==> src/rtl/pc_update_unit.sv <==
// Program-counter register with stall freeze and a one-entry redirect buffer
// that holds a branch/jump target resolved while the cache is busy.
module pc_update_unit #(
    parameter logic [31:0] RESET_PC = 32'h0000_0000,
    parameter logic [31:0] PC_STEP  = 32'd4
) (
    input  logic        CLK,
    input  logic        RESET,
    input  logic        BUSYWAIT,
    input  logic [31:0] BRANCH_OFFSET,
    input  logic        JUMP,
    input  logic        BRANCH_EQ,
    input  logic        BRANCH_NE,
    input  logic        ZERO,
    output logic [31:0] PC,
    output logic [31:0] PC_PLUS4,
    output logic        REDIRECT_PENDING,
    output logic [31:0] INSTR_COUNT
);

    typedef enum logic {
        RUN  = 1'b0,
        HOLD = 1'b1
    } state_t;

    state_t      state_r;
    state_t      state_s;
    logic [31:0] pc_r;
    logic [31:0] pc_s;
    logic [31:0] tgt_r;
    logic [31:0] tgt_s;
    logic        pend_r;
    logic        pend_s;
    logic [31:0] cnt_r;
    logic [31:0] cnt_s;
    logic [31:0] pc_plus4_s;
    logic [31:0] target_s;
    logic        take_s;

    // Next-PC arithmetic and the branch decision
    always_comb begin
        pc_plus4_s = pc_r + PC_STEP;
        target_s   = pc_plus4_s + BRANCH_OFFSET;
        take_s     = JUMP | (BRANCH_EQ & ZERO) | (BRANCH_NE & ~ZERO);
    end

    // Next-state and next-register values for RUN/HOLD
    always_comb begin
        state_s = state_r;
        pc_s    = pc_r;
        tgt_s   = tgt_r;
        pend_s  = pend_r;
        cnt_s   = cnt_r;
        case (state_r)
            RUN: begin
                if (BUSYWAIT) begin
                    if (take_s) begin
                        tgt_s   = target_s;
                        state_s = HOLD;
                        pend_s  = 1'b1;
                    end else begin
                        state_s = RUN;
                    end
                end else begin
                    pc_s  = take_s ? target_s : pc_plus4_s;
                    cnt_s = cnt_r + 32'd1;
                end
            end
            HOLD: begin
                // A decision seen on the release edge belongs to the instruction
                // that is already being redirected, so it is dropped.
                if (!BUSYWAIT) begin
                    pc_s    = tgt_r;
                    cnt_s   = cnt_r + 32'd1;
                    state_s = RUN;
                    pend_s  = 1'b0;
                end else begin
                    state_s = HOLD;
                end
            end
            default: begin
                state_s = RUN;
                pend_s  = 1'b0;
            end
        endcase
    end

    // State and datapath registers with synchronous active-low reset
    always_ff @(posedge CLK) begin
        if (!RESET) begin
            state_r <= RUN;
            pc_r    <= RESET_PC;
            tgt_r   <= 32'h0000_0000;
            pend_r  <= 1'b0;
            cnt_r   <= 32'h0000_0000;
        end else begin
            state_r <= state_s;
            pc_r    <= pc_s;
            tgt_r   <= tgt_s;
            pend_r  <= pend_s;
            cnt_r   <= cnt_s;
        end
    end

    assign PC               = pc_r;
    assign PC_PLUS4         = pc_plus4_s;
    assign REDIRECT_PENDING = pend_r;
    assign INSTR_COUNT      = cnt_r;

endmodule

==> config.mk <==
export PLATFORM = sky130hd
export DESIGN_NAME = pc_update_unit
export DESIGN_NICKNAME = d
export VERILOG_FILES = /design/src/rtl/pc_update_unit.sv
export SDC_FILE = /design/constraint.sdc
export NUM_CORES = 1
export LEC_CHECK = 0
export BUFFER_PORTS_ARGS = -buffer_cell sky130_fd_sc_hd__buf_4
export CORE_MARGIN = 8
export CORE_UTILIZATION = 40
export DETAILED_ROUTE_END_ITERATION = 10
export HOLD_SLACK_MARGIN = 0.1
export PLACE_DENSITY = 0.66
export SYNTH_ARGS = -nofsm -noshare
export SYNTH_HDL_FRONTEND = slang
export SYNTH_SLANG_ARGS = --single-unit
==> constraint.sdc <==
create_clock -name CLK -period 5.8 [get_ports CLK]
set_input_delay 1.16 -clock CLK [delete_from_list [all_inputs] [get_ports CLK]]
set_output_delay 1.16 -clock CLK [all_outputs]
set_load 0.02 [all_outputs]
==> metrics.txt, run 1 <==
status=complete, no violations; H-tree depth=3; CTS tree=done; CP delay by family, top=compound AO/OA/AOI/OAI gates; Num Clock Sinks=about 100; Ys Warns=0; Buffers on Ports=between 100 and 150; ant diodes=0; Layout area overhead=20.2%; CP Buf/Inv Count=0; Yosys cell types=~80; Final Total Pwr=2.19 mW; # setup viols final=0; first-pass GRT wire length=35.6 mm; Max Freq=234 MHz; GRT Overall Usage=between 20% and 30%; num rows=48; Top FF cell, synth=dfxtp_1; nature of the critical path endpoint=flip-flop; DRT antenna net count=0; DIE WIDTH=148 µm; total grt overflow=0; post-DP HPWL=roughly 17 mm; syn_nets=985; reg-to-reg setup timing slack=1.53 ns; Final Hold Viols=0; clk buf depth=2; Die Ht=approximately 150 µm; Max-slew headroom=35.0%; Peak VDD IR=0.171 mV; final net count=1,090; worst-skew pair later-pin latency=0.36 ns; fraction of layout cells with a size suffix above 1=18.3%; CP max FO=10; largest net degree at the start of global routing=68; Worst-Margin Slew=0.973 ns; Fin Setup TNS=0 ns; FF+latch count, synth=98; placed cell areas=between 8000 and 9000 µm²; Root Buffer=clkbuf_16; vias per inst=~5.7; P per Cell Area=261 nW/µm²; critical-path cell list=ha_1 > nand3_1 > or2_2 > nor2_1 > xnor2_1 > ha_1 > a21o_1 > a21oi_1 > nor2_1 > o32ai_1 > nor2_1 > a2111oi_0 > nand2_1 > o311ai_1; number of I/O pins=136; Seq/Total Area, Yosys=28.1%; Post-CTS Setup Bufs=0; Worst path most repeated cell=nor2_1; DRC violation count after routing=0; initial antenna violation count=0; Max Cap Viol=0; drt pass-1 iters=5; Initial DRC Count=between 500 and 600; starting density of the core=40.6%; clock slew at reported path FFs=0.07 ns; CTS Buf Count=9; EDFF count, synth=0; via count=a little over 7,000; Cells after Synth=905; routed length per instance=18.3 µm; ys async rst share=0%; worst path arrival time=4.53 ns; min cycle time layout=4.27 ns; hold-critical path depth=2; CP max-delay cell=a2111oi_0; Levels on crit path=14; Reg2Reg Depth=14; Worst Skew=0.0127 ns; Crit Path Class=reg2reg; final period utilization=73.7%; Static Leak=3.56 nW; max-slew violations=0; hold_buf cts=0; finished layout cell area=8390 µm²; crit path launch type=flip-flop; vias in the first global route=6,705; mapped cell area=6980 µm²; core area=approximately 17,000 µm²; post-CTS sizing=0; delay of the slowest cell on the worst path=0.59 ns; Die Area=21,900 µm²; total wire length=22.7 mm; hold crit path type=reg2reg; fin util=48.9%; RSZ-0062 raised after global routing=no; worst path required time=6.06 ns; RePlAce Congestion=around 0.9; syn_area_per_cell=roughly 7.7 µm²
[final timing paths]
check	from	to
worst max-delay path	PC[2]	PC[29]
worst min-delay path	tgt_r[0]	tgt_r[0]
worst max register to register	PC[2]	PC[29]
worst min register to register	tgt_r[0]	tgt_r[0]
[cells by family after synthesis]
logic type / count (synthesis) / synth area share [%]
buffers and inverters: 68 / 4.61
XOR/XNOR: 83 / 10.5
multiplexers: 12 / 1.76
adder cells (fa/ha/maj): 41 / 7.46
flip-flops: 98 / 28.1
AND/OR/NAND/NOR: 371 / 25.6
AO/OA/AOI/OAI: 232 / 21.9
[per-layer routing]
layer | routed length [µm] | GRT usage (%) | vias to the layer above
met5 | 0 | 0 | -
met4 | 382 | 5.46 | 0
met3 | 2010 | 5.80 | 30
met2 | 10400 | 32.4 | 272
met1 | 9930 | 25.7 | 3341
li1 | - | - | 3451
[through the flow]
step           instances  setup WS [ns]  hold slack, ns
6_report            1240           1.53           0.461
5_1_grt             1240           1.21           0.490
4_1_cts             1240           1.66           0.461
3_5_place_dp        1224           1.67           0.448
3_3_place_gp        1224           1.79           0.446
2_1_floorplan        905           1.87           0.432
[where the power goes]
| part | switching [mW] | internal, mW | total [mW] |
|---|---|---|---|
| logic | 0.467 | 0.308 | 0.775 |
| clock network | 0.316 | 0.308 | 0.623 |
| registers | 0.0621 | 0.726 | 0.788 |
[flip-flops by register name, indices dropped and copies added (netlist names)]
name and count:
PC 32, state_r 1, tgt_r 32, REDIRECT_PENDING 1, INSTR_COUNT 32
[synthesized netlist by cell type (12+ instances only)]
library cell  number  area share [%]
nor2_1           105             5.6
nand2_1          103             5.5
dfxtp_1           98              28
a21oi_1           76             5.4
nand3_1           48             3.4
o21ai_0           43             3.1
xor2_1            42             5.3
ha_1              40             7.2
xnor2_1           40             5.0
clkbuf_1          33             1.8
inv_1             21             1.1
nor3_1            21             1.5
o211ai_1          18             1.9
nand4_1           15             1.3
a21o_1            13             1.4
and3_1            13             1.2
a211oi_1          12             1.3
[layout make-up]
| class | instances | area (µm²) |
|---|---|---|
| fillers | 1794 | 8780 |
| flip-flops and latches | 98 | 1960 |
| well taps | 225 | 282 |
| inverters | 21 | 78.8 |
| clock inverters | 7 | 78.8 |
| repair buffers | 141 | 1060 |
| clock buffers | 9 | 225 |
| multi-input cells | 739 | 4710 |
[layout by cell type (no fill, tap or decap), types with 8 or more instances in the layout]
cell type  count
a21oi_1       76
xor2_1        42
nand4_1       15
a211oi_1      12
o31ai_1        8
nor2_1       105
inv_1         20
mux2i_1       10
buf_4        141
and3_1        13
clkbuf_16      9
or3_1         10
o22ai_1        8
ha_1          40
a21o_1        13
nor3_1        21
xnor2_1       40
nand2_1      102
nand3_1       48
and4_1        10
o211ai_1      18
o21ai_0       43
dfxtp_1       98
[tightest hold or removal path: stages, from the launching register on]
cell,delay (ns)
dfxtp_1,0.31
nand2_1,0.05
a21oi_1,0.05
Power figures use the tool's default switching activity.
==> inputs of run 2 (changes only) <==
ABC_AREA = 1   (was default)
PLACE_DENSITY = 0.65   (was 0.66)
clock period = 4 ns   (was 5.8 ns; I/O delays follow)
==> run 2 against run 1 <==
  * Register-to-register slack worse by 1.0 ns
  * First-iteration DRC count up 35%
  * Cell count increased by 37%
  * Clock skew fell by 0.0019 ns
  * Non-clock buffer count increased by 3
  * Synthesized cell count increased by 44%
  * Clock power rose by 69%
  * Largest power group unchanged
==> metrics.txt, run 2 <==
drt pass-1 iters=5; Peak VDD IR=0.206 mV; hold_buf cts=0; post-DP HPWL=between 20 and 25 mm; Final Hold Viols=0; final period utilization=87.8%; post-synthesis simple-gate area fraction=between 30% and 40%; RePlAce Congestion=0.957; hold_sp=INSTR_COUNT[31]; worst-skew pair later-pin latency=0.36 ns; Seq/Total Area, Yosys=roughly a quarter; first-pass GRT wire length=44.4 mm; Static Leak=4.83 nW; GRT Overall Usage=between 20% and 30%; Reg2Reg Depth=19; worst hold endpoint=INSTR_COUNT[31]; hold crit path type=reg2reg; P per Cell Area=349 nW/µm²; worst path arrival time=roughly 3.8 ns; Worst-Margin Slew=between 0.7 and 0.8 ns; worst path required time=4.26 ns; number of I/O pins=136; Worst Skew=0.0108 ns; Top FF cell, synth=dfxtp_1; post-CTS sizing=0; Int Power=just over 2 mW; DRT antenna net count=0; DIE WIDTH=156 µm; vias per inst=5.07; Net Switching=1.21 mW; final net count=1,507; largest family of logic cells by synthesized area=simple AND/OR/NAND/NOR gates; RR Startpoint=PC[2]; CTS Buf Count=9; Yosys cell types=46; Layout area overhead=20.9%; setup slack after layout=around 0.49 ns; initial antenna violation count=0; nature of the critical path endpoint=flip-flop; Crit Path Class=reg2reg; ant diodes=0; DP Worst Slack=about 0.5 ns; total grt overflow=0; RSZ-0062 raised after global routing=no; DRC violation count after routing=0; post-synthesis mux area share=0%; total wire length=28.6 mm; post-synthesis compound-gate area fraction=13.4%; Initial DRC Count=678; Num Clock Sinks=around 100; status=complete, no violations; syn_area_per_cell=5.99 µm²; Ys Warns=0; Fin Setup TNS=0 ns; Post-synth top cells=nand2_1 (377), inv_1 (214), nor2_1 (126); Root Buffer=clkbuf_16; most frequent cells in the layout=nand2_1 (377), inv_1 (214), buf_4 (144); count leader, synth=nand2_1; Clock power frac=approximately 32%; Cells after Synth=between 1,000 and 1,500; fraction of layout cells with a size suffix above 1=13.6%; switching portion of total power=36.9%; Max Cap Viol=0; fin util=48.9%; Reg power frac=34.1%; Max-slew headroom=49.7%; commonest non-fill, non-tap cell in the layout=nand2_1; CP max FO=7; area leader, netlist=dfxtp_1; via count=8,603; syn_nets=1,382; Max Freq=285 MHz; vias in the first global route=8,011; mapped cell area=7790 µm²; Synth area leaders=dfxtp_1 (25%), nand2_1 (18%), inv_1 (10%); Die Area=24,200 µm²; crit path launch type=flip-flop; max-slew violations=0; Buffers on Ports=135; # setup viols final=0; routed length per instance=16.9 µm; Post-CTS Setup Bufs=0; CTS tree=done; num rows=51; hold-critical path depth=1; clk buf depth=2; clock slew at reported path FFs=~0.08 ns; largest net degree at the start of global routing=45; xor and xnor area share after synthesis=4.72%; min cycle time layout=3.51 ns; Die Ht=156 µm; reg-to-reg setup timing slack=0.49 ns; ys async rst share=0%; Final Total Pwr=between 3 and 4 mW; Comb pwr share=34.0%; starting density of the core=around two fifths; core area=approximately 19,000 µm²; EDFF count, synth=0; FF+latch count, synth=roughly 100; post-synthesis adder-cell area fraction=between 6 and 7%; H-tree depth=3; reg-to-reg endpoint=PC[27]; area share of the largest cell type after synthesis=25.2%
run 2: layout make-up:
cell class / count / area [µm²]
Clock inverter: 4 / 97.6
Clock buffer: 12 / 256
Sequential cell: 98 / 1960
Tap cell: 265 / 332
Timing Repair Buffer: 144 / 1080
Inverter: 222 / 833
Fill cell: 2089 / 9850
Multi-Input combinational cell: 952 / 4860
run 2: logic make-up (layout without fill, tap and decap cells):
group	count (synthesis)	in the layout
compound gates	189	189
xor+xnor	42	42
fa+ha+maj	41	41
buf+inv	252	382
flops	98	98
simple gates	680	680
run 2: worst max-delay path, cell delays in order (launching register included):
cell     delay, ns
dfxtp_1       0.47
ha_1          0.23
nand2_1       0.09
nor2_2        0.19
nand2_1       0.18
nor2_1        0.16
xor2_1        0.42
ha_1          0.39
nand2_1       0.15
inv_1         0.05
nand2_1       0.06
nand2_1       0.08
a21oi_1       0.31
nor2_1        0.09
nor2_1        0.16
nand2_1       0.07
nand2_1       0.09
nand3_1       0.09
nand2_1       0.09
nand2_1       0.05
run 2: worst max-delay path by stage:
| stage | startpoint | to | slack, ns | cells after the start |
|---|---|---|---|---|
| floorplan | PC[2] | PC[27] | 1.01 | 19 |
| global route | PC[2] | PC[27] | 0.22 | 19 |
| finish | PC[2] | PC[27] | 0.49 | 19 |
| CTS | PC[2] | PC[27] | 0.47 | 19 |
| detailed placement | PC[2] | PC[27] | 0.50 | 19 |
| global placement | PC[2] | PC[27] | 0.41 | 19 |
run 2: power by group through the flow:
stage | Sequential, mW | Clock (mW) | Combinational [mW]
3_5_place_dp | 1.14 | 0 | 1.11
6_report | 1.12 | 1.05 | 1.12
3_3_place_gp | 1.14 | 0 | 1.11
5_1_grt | 1.13 | 1.10 | 1.23
4_1_cts | 1.12 | 1.06 | 1.12
2_1_floorplan | 1.17 | 0 | 0.668
run 2: routing by layer:
layer | vias to the layer above | share of wire [%] | GRT usage (%)
li1 | 4375 | - | -
met2 | 298 | 45 | 38.2
met1 | 3897 | 45 | 30.8
met4 | 0 | 1.8 | 5.59
met5 | - | 0 | 0
met3 | 33 | 7.2 | 5.43
run 2: stage by stage:
| stage | hold WS (ns) | cells | instance area [µm²] |
|---|---|---|---|
| 2_1_floorplan | 0.440 | 1302 | 7790 |
| 3_3_place_gp | 0.445 | 1681 | 9060 |
| 3_5_place_dp | 0.448 | 1681 | 9060 |
| 4_1_cts | 0.460 | 1697 | 9420 |
| 5_1_grt | 0.488 | 1697 | 9420 |
| 6_report | 0.458 | 1697 | 9420 |
==> inputs of run 3 (changes only) <==
CTS_BUF_LIST = sky130_fd_sc_hd__clkbuf_4 sky130_fd_sc_hd__clkbuf_8   (was default)
HOLD_SLACK_MARGIN = default   (was 0.1)
REMOVE_ABC_BUFFERS = 1   (was default)
==> run 3 against run 2 <==
  * Setup slack better by 0.030 ns
  * Clock-buffer cell count shrank 1
  * First-iteration DRC count up 0.15%
  * Power decreased by 11%
  * Sequential power is essentially flat
  * Utilization is 0.71 points lower
  * Non-clock buffer count grew 2
  * Die area is the same
  * Global-route usage is 0.18 points lower
  * Wire length decreased by 0.90%
  * Sequential share of layout area is 0.31 points higher
  * Cell area down 1.4%
  * Highest routed layer unchanged
==> metrics.txt, run 3 (synthesis gave the netlist of run 2 again) <==
DRT antenna net count=0; reg-to-reg endpoint=PC[27]; placed cell areas=9080 µm²; Final Hold Viols=0; Root Buffer=clkbuf_8; CTS tree=done; hold-critical path depth=1; hold crit path type=reg2reg; # setup viols final=0; Net Switching=1.18 mW; Clock power frac=23.4%; Comb pwr share=38.2%; fin util=48.2%; drt pass-1 iters=5; ant diodes=0; final net count=~1,500; num rows=51; RR Startpoint=PC[2]; first-pass GRT wire length=44.2 mm; fraction of layout cells with a size suffix above 1=13.8%; RSZ-0062 raised after global routing=no; most frequent cells in the layout=nand2_1 (377), inv_1 (214), buf_4 (146); via count=8,716; CTS Buf Count=9; Reg2Reg Depth=19; clock slew at reported path FFs=approximately 0.10 ns; H-tree depth=3; Layout area overhead=19.1%; Static Leak=4.77 nW; Die Ht=156 µm; Buffers on Ports=between 100 and 150; Die Area=24,200 µm²; min cycle time layout=3.48 ns; DIE WIDTH=between 150 and 200 µm; final period utilization=around 87%; starting density of the core=40.4%; status=complete, no violations; RePlAce Congestion=0.944; initial antenna violation count=0; core area=19,300 µm²; hold_buf cts=0; Min Hold Slack=0.458 ns; Fin Setup TNS=0 ns; Max Freq=287 MHz; number of I/O pins=136; Worst Skew=approximately 0.016 ns; worst hold endpoint=INSTR_COUNT[31]; Initial DRC Count=679; vias in the first global route=8,145; switching portion of total power=40.5%; P per Cell Area=315 nW/µm²; max-slew violations=0; reg-to-reg setup timing slack=0.52 ns; Max-slew headroom=59.1%; total wire length=28.3 mm; Int Power=about 1.7 mW; Worst-Margin Slew=0.613 ns; clk buf depth=2; Max Cap Viol=0; finished layout cell area=9280 µm²; Peak VDD IR=0.244 mV; post-DP HPWL=around 23 mm; GRT Overall Usage=a little under a quarter; total grt overflow=0; worst path arrival time=3.78 ns; CP max FO=7; vias per inst=5.13; worst-skew pair later-pin latency=0.40 ns; nature of the critical path endpoint=flip-flop; largest net degree at the start of global routing=45; DRC violation count after routing=0; Post-CTS Setup Bufs=0; Reg power frac=38.3%; fill count=2,146; commonest non-fill, non-tap cell in the layout=nand2_1; worst path required time=4.30 ns; hold_sp=INSTR_COUNT[31]; Num Clock Sinks=98; Crit Path Class=reg2reg; crit path launch type=flip-flop; post-CTS sizing=0; routed length per instance=~17 µm
run 3: worst max path at each step:
stage | start | end | cells after the start
2_1_floorplan | PC[2] | tgt_r[27] | 19
3_3_place_gp | PC[2] | PC[27] | 19
3_5_place_dp | PC[2] | PC[27] | 19
4_1_cts | PC[2] | PC[27] | 19
5_1_grt | PC[2] | PC[28] | 16
6_report | PC[2] | PC[27] | 19
run 3: cell type report:
cell class | count | area, µm² | area share [%]
tap | 265 | 332 | 3.57
timing repair buffer | 146 | 1100 | 11.8
inverter | 222 | 833 | 8.98
sequential | 98 | 1960 | 21.1
multi-input combinational | 952 | 4860 | 52.3
clock inverter | 5 | 63.8 | 0.687
clock buffer | 11 | 139 | 1.50
run 3: routing by layer:
metal  up-vias  GRT usage [%]  share of wire, %  wire, µm
met5         -              0                 0         0
met4         0           9.20               3.6      1010
met3        60           5.18               7.5      2120
met2       351           36.9                44     12400
met1      3932           30.2                45     12800
li1       4373              -                 -         -
run 3: power groups by stage:
stage               Sequential (mW)  Clock [mW]  Combinational [mW]
global route                   1.13       0.739                1.24
floorplan                      1.17           0               0.643
detailed placement             1.14           0                1.11
finish                         1.12       0.684                1.12
CTS                            1.12       0.700                1.12
global placement               1.14           0                1.11
run 3: critical path: stages (launching register included):
cell and delay (ns):
dfxtp_1 0.48, ha_1 0.23, nand2_1 0.10, nor2_2 0.21, nand2_1 0.17, nor2_1 0.20
xor2_1 0.35, ha_1 0.37, nand2_1 0.15, inv_1 0.05, nand2_1 0.06, nand2_1 0.10
a21oi_1 0.30, nor2_1 0.09, nor2_1 0.18, nand2_1 0.08, nand2_1 0.08, nand3_1 0.08
nand2_1 0.07, nand2_1 0.04
run 3: per-stage QoR:
stage	worst slack [ns]	std cells	total power, mW
6_report	0.517	1699	2.92
5_1_grt	0.203	1699	3.11
4_1_cts	0.495	1699	2.93
3_5_place_dp	0.532	1683	2.25
3_3_place_gp	0.493	1683	2.25
2_1_floorplan	0.995	1272	1.82
